--- config.mk ---
export PLATFORM = sky130hd
export DESIGN_NAME = dmem_arbiter
export DESIGN_NICKNAME = d
export VERILOG_FILES = /design/src/rtl/mips_pkg.sv /design/src/rtl/rr_lock_arb2.sv /design/src/rtl/dmem_arbiter.sv
export SDC_FILE = /design/constraint.sdc
export NUM_CORES = 1
export LEC_CHECK = 0
export CORE_AREA = 2 2 103 105
export CTS_BUF_LIST = sky130_fd_sc_hd__clkbuf_4 sky130_fd_sc_hd__clkbuf_8 sky130_fd_sc_hd__clkbuf_16
export DETAILED_ROUTE_END_ITERATION = 12
export DIE_AREA = 0 0 105 107
export PLACE_DENSITY = 0.73
export SYNTH_ARGS = -nofsm -noshare
export SYNTH_HDL_FRONTEND = slang
export SYNTH_HIERARCHICAL = 1
export SYNTH_SLANG_ARGS = --single-unit
--- constraint.sdc ---
create_clock -name clk -period 6.8 [get_ports clk]
set_input_delay 1.02 -clock clk [delete_from_list [all_inputs] [get_ports clk]]
set_output_delay 1.02 -clock clk [all_outputs]
set_load 0.05 [all_outputs]
--- src/rtl/mips_pkg.sv ---
// Shared constants and types for the data-memory arbitration slice.
package mips_pkg;

  localparam int AW       = 7;
  localparam int DW       = 32;
  localparam int PORT_CPU = 0;
  localparam int PORT_DBG = 1;

  typedef enum logic {
    ARB    = 1'b0,
    LOCKED = 1'b1
  } arb_state_e;

endpackage

--- src/rtl/rr_lock_arb2.sv ---
// Two-requester round-robin arbiter with a bounded lock (burst) mode.
//   state  | meaning
//   ARB    | free arbitration, round-robin on ties
//   LOCKED | only the owner may be granted, until it drops lock or hits LOCK_MAX beats
module rr_lock_arb2
  import mips_pkg::*;
#(
  parameter int LOCK_MAX = 8
) (
  input  logic       clk,
  input  logic       rst_n,
  input  logic [1:0] valid,
  input  logic [1:0] lock,
  input  logic       accept,
  output logic [1:0] grant,
  output logic       locked,
  output logic       owner
);

  localparam int CW = $clog2(LOCK_MAX + 1);

  arb_state_e    state, state_nxt;
  logic          last_grant, last_nxt;
  logic          owner_nxt;
  logic [CW-1:0] cnt, cnt_nxt;
  logic          gidx;

  always_ff @(posedge clk) begin
    if (!rst_n) begin
      state      <= ARB;
      last_grant <= 1'b1;
      owner      <= 1'b0;
      cnt        <= '0;
    end else begin
      state      <= state_nxt;
      last_grant <= last_nxt;
      owner      <= owner_nxt;
      cnt        <= cnt_nxt;
    end
  end

  always_comb begin
    grant = 2'b00;
    if (rst_n) begin
      if (state == LOCKED) begin
        grant[owner] = valid[owner];
      end else if (valid == 2'b11) begin
        grant[last_grant ? PORT_CPU : PORT_DBG] = 1'b1;
      end else begin
        grant = valid;
      end
    end
  end

  assign gidx   = grant[PORT_DBG];
  assign locked = (state == LOCKED);

  always_comb begin
    state_nxt = state;
    last_nxt  = last_grant;
    owner_nxt = owner;
    cnt_nxt   = cnt;
    if (accept) begin
      if (state == ARB) begin
        last_nxt = gidx;
        // A one-beat lock limit can never hold the grant, so it never enters LOCKED.
        if (lock[gidx] && (LOCK_MAX > 1)) begin
          state_nxt = LOCKED;
          owner_nxt = gidx;
          cnt_nxt   = CW'(1);
        end
      end else if (!lock[owner] || (cnt == CW'(LOCK_MAX - 1))) begin
        state_nxt = ARB;
        last_nxt  = owner;
        cnt_nxt   = '0;
      end else begin
        cnt_nxt = cnt + CW'(1);
      end
    end
  end

endmodule

--- src/rtl/dmem_arbiter.sv ---
// Data-memory arbiter: CPU and debug/loader share one single-port SRAM.
// Commands are registered onto the SRAM pins; read data returns two cycles after accept.
module dmem_arbiter
  import mips_pkg::*;
#(
  parameter int AW       = mips_pkg::AW,
  parameter int DW       = mips_pkg::DW,
  parameter int LOCK_MAX = 8
) (
  input  logic          clk,
  input  logic          rst_n,
  input  logic [1:0]    req_valid,
  output logic [1:0]    req_ready,
  input  logic [1:0]    req_we,
  input  logic [1:0]    req_lock,
  input  logic [AW-1:0] req_addr0,
  input  logic [AW-1:0] req_addr1,
  input  logic [DW-1:0] req_wdata0,
  input  logic [DW-1:0] req_wdata1,
  output logic [1:0]    rsp_valid,
  output logic [DW-1:0] rsp_rdata,
  output logic          CEN,
  output logic          WEN,
  output logic          OEN,
  output logic [AW-1:0] A,
  output logic [DW-1:0] Data2Mem,
  input  logic [DW-1:0] ReadDataMem
);

  logic [1:0] grant;
  logic       locked;
  logic       owner;
  logic       accept;
  logic       sel;
  logic [1:0] rd_pend;
  logic [1:0] rsp_q;

  rr_lock_arb2 #(
    .LOCK_MAX(LOCK_MAX)
  ) u_arb (
    .clk   (clk),
    .rst_n (rst_n),
    .valid (req_valid),
    .lock  (req_lock),
    .accept(accept),
    .grant (grant),
    .locked(locked),
    .owner (owner)
  );

  assign req_ready = grant;
  assign accept    = |(req_valid & grant);
  assign sel       = locked ? owner : grant[PORT_DBG];

  always_ff @(posedge clk) begin
    if (!rst_n) begin
      CEN      <= 1'b1;
      WEN      <= 1'b1;
      OEN      <= 1'b1;
      A        <= '0;
      Data2Mem <= '0;
      rd_pend  <= 2'b00;
      rsp_q    <= 2'b00;
    end else begin
      rd_pend <= 2'b00;
      rsp_q   <= rd_pend;
      if (accept) begin
        CEN <= 1'b0;
        A   <= sel ? req_addr1 : req_addr0;
        WEN <= ~req_we[sel];
        OEN <= req_we[sel];
        if (req_we[sel]) begin
          Data2Mem <= sel ? req_wdata1 : req_wdata0;
        end else begin
          rd_pend[sel] <= 1'b1;
        end
      end else begin
        CEN <= 1'b1;
        WEN <= 1'b1;
        OEN <= 1'b1;
      end
    end
  end

  // Gating keeps a response registered just before reset from leaking out during it.
  assign rsp_valid = rst_n ? rsp_q : 2'b00;
  assign rsp_rdata = ReadDataMem;

endmodule

==> summary.txt <==
Detailed routing
  – DRT met1 WL: 3.47 mm
  – Met3 WL post-DR: 721 um
  – Drt first pass iters: 4
  – Routed Antenna Nets: 0
  – DR vias: 2697
  – Routed wl met2: 3.98 mm
  – DR iter-0 viols: 104
  – Drt total wl: 8.25 mm
  – DRC: 0
  – Routed vias/inst: 4.96
  – Highest Signal Layer: met4
  – Avg WL per Cell: 15.2 um

Clock tree
  – Clk slew on worst S/H paths: 0.10 ns
  – # hold bufs at CTS: 0
  – Post-CTS sizing: 0
  – Clock root buffer: clkbuf_8
  – CTS Sinks: 53
  – Clock Latency Late Sink: 0.31 ns
  – Setup fix buffers added after clock tree synthesis: 0
  – Htree depth: 2
  – Maximum clock insertion buffer count: 2
  – CTS tree: done
  – CTS buffer count: 5

Synth
  – Area share of the largest cell type after synthesis: 35.5%
  – Syn_nets: 443
  – FFs w/ async S/R, synth: 0%
  – Syn_area_per_cell: 9.23 um2
  – Post-synth top area cell: dfxtp_1
  – Post-synthesis cell type count: 41
  – Area of the mapped netlist: 2990 um2
  – Top-count cell post-synth: dfxtp_1
  – #FFs+latches synth: 53
  – Ys Warns: 6
  – Mapped Cells: 324
  – Commonest cells post-synth: dfxtp_1, inv_1, a31oi_1, nor3b_1, buf_4
  – Ys flop type: dfxtp_1
  – Synth top area cells: dfxtp_1, o221a_1, nor3b_1
  – Post-synth EDFFs: 0
  – Seq/Total Area, Yosys: 35.5%

Setup path
  – CP Launch Point: req_valid[0]
  – Critical path type: in2out
  – CP endpoint: req_ready[1]
  – Critical R2R Capture: Data2Mem[18]
  – Critical Path Sink Type: output pin
  – Critical path peak fanout: 5
  – Register-to-Register Path Depth: 7
  – Critical path data required time: 5.78 ns
  – Reg2Reg Launch Point: u_arb/locked
  – CP arrival: 3.28 ns
  – Crit start category: input pin
  – FF-to-FF setup slack: 3.49 ns

Pwr
  – NetSw: 0.241 mW
  – Clk pwr share: 24.5%
  – Combinational power share: 30.1%
  – Power per cell area: 177 nW/um2
  – Register share of total power: 45.4%
  – Lkg Pwr: 1.61 nW
  – Max rail drop VDD: 0.0869 mV
  – Internal power: 0.503 mW
  – Sw Share: 32.4%

Die
  – Die Wd: 105 um
  – Die H: 107 um
  – Total core area: 10100 um2
  – Row Count: 37
  – Initial Util: 29.6%
  – IO Count: 196
  – Die ar.: 11200 um2

Timing
  – Max Freq: 232 MHz
  – Final period util: 63.3%
  – Setup TNS: 0 ns
  – Clock Skew: 0.00891 ns
  – Fin. max-slew vios: 0
  – Unrepaired setup endpoints after global routing: no
  – Setup violators final: 0
  – Post-route minimum period: 4.30 ns
  – Final hold violation count: 0
  – Worst-margin pin slew: 0.775 ns
  – Slew HR: 48.0%

Finish
  – Final instance area: 4190 um2
  – Fillers: 1017
  – Multi-input logic area: 1390 um2
  – Fin nets: 526
  – Storage cell area: 1060 um2
  – Synth-to-Final Area Change: 40.3%
  – Diode count: 0
  – Layout cells sized above 1: 5.64%
  – Fin cells: 544

Job
  – # Max-Cap Violations: 0

GRT
  – GRT Total Usage: 13.9%
  – Grt ovf: 0
  – Initial antenna violation count: 0
  – First-pass GRT wire length: 12.8 mm
  – Largest net degree at the start of global routing: 75
  – Vias in the first global route: 2580

Placed design
  – DP Wirelength: 5.76 mm
  – # port buffers: 131
  – Post-DP Area: 4100 um2
  – Final GP Congestion: 0.760
  – Placed Cells incl. Taps: 536

Outcome
  – Status: complete, no violations

Min path
  – Hold path depth: 1
  – HP Class: reg2reg
## registers in the layout, summed over array words and instances (netlist names), 2 cells and up
register / flops
A: 7
rsp_q: 2
rd_pend: 2
Data2Mem: 32
u_arb/cnt: 4
## layout by cell type (no fill, tap or decap), types with 2 or more instances in the layout
cell type          n
clkdlybuf4s50_1  130
dfxtp_1           53
inv_1             35
nor3b_1           34
a31oi_1           34
o221a_1           32
nand2_1           15
mux2i_1            8
o211a_1            7
and2_1             6
clkbuf_8           5
buf_4              5
o21ai_0            5
nor3_1             3
nand3_1            2
and3b_1            2
a221oi_1           2
nand4b_1           2
nand3b_1           2
## stage by stage
| step | setup slack, ns | power, mW | hold WS (ns) | utilization [%] |
|---|---|---|---|---|
| 3_3_place_gp | 2.57 | 0.566 | 0.422 | 40.7 |
| 4_1_cts | 2.51 | 0.758 | 0.450 | 41.5 |
| 6_report | 2.50 | 0.744 | 0.447 | 41.5 |
| 2_1_floorplan | 2.63 | 0.526 | 0.412 | - |
| 5_1_grt | 2.43 | 0.783 | 0.464 | 41.5 |
| 3_5_place_dp | 2.53 | 0.570 | 0.424 | 40.7 |
## power groups by stage
stage / Sequential, mW / Combinational, mW / Clock, mW
after floorplan: 0.396 / 0.130 / 0
after global placement: 0.344 / 0.222 / 0
after detailed placement: 0.345 / 0.225 / 0
after CTS: 0.338 / 0.226 / 0.194
after global routing: 0.340 / 0.238 / 0.205
final: 0.338 / 0.224 / 0.183
## kinds of logic after synthesis
kind of cell / Yosys count / share of synthesized area [%]
compound gates: 91 / 26.0
simple gates: 73 / 16.3
flops: 53 / 35.5
mux: 10 / 3.60
buf+inv: 96 / 18.2
fa+ha+maj: 1 / 0.419
## worst min path at each step
stage,start,to,slack [ns]
after global routing,rd_pend[1],rsp_q[1],0.46
after CTS,rd_pend[0],rsp_q[0],0.45
after floorplan,rd_pend[0],rsp_q[0],0.41
after global placement,rd_pend[1],rsp_q[1],0.42
after detailed placement,rd_pend[0],rsp_q[0],0.42
final,rd_pend[1],rsp_q[1],0.45
## worst max-delay path, stage by stage
cell and delay (ns):
clkdlybuf4s50_1 0.45, and3b_1 0.22, nor3_1 0.66, clkdlybuf4s50_1 0.94
## layout make-up
cell class	count	share of cell area [%]
Inverter	36	3.22
Clock inverter	3	0.507
Sequential cell	53	25.3
Clock buffer	5	1.64
Tap cell	136	4.06
Multi-Input combinational cell	175	33.2
Timing Repair Buffer	136	32.1
## metal layers
metal / up-vias / track usage [%]
li1: 1316 / -
met1: 1251 / 16.2
met2: 117 / 24.5
met3: 13 / 4.62
met4: 0 / 3.71
met5: - / 0
(Power assumes the default switching activity.)
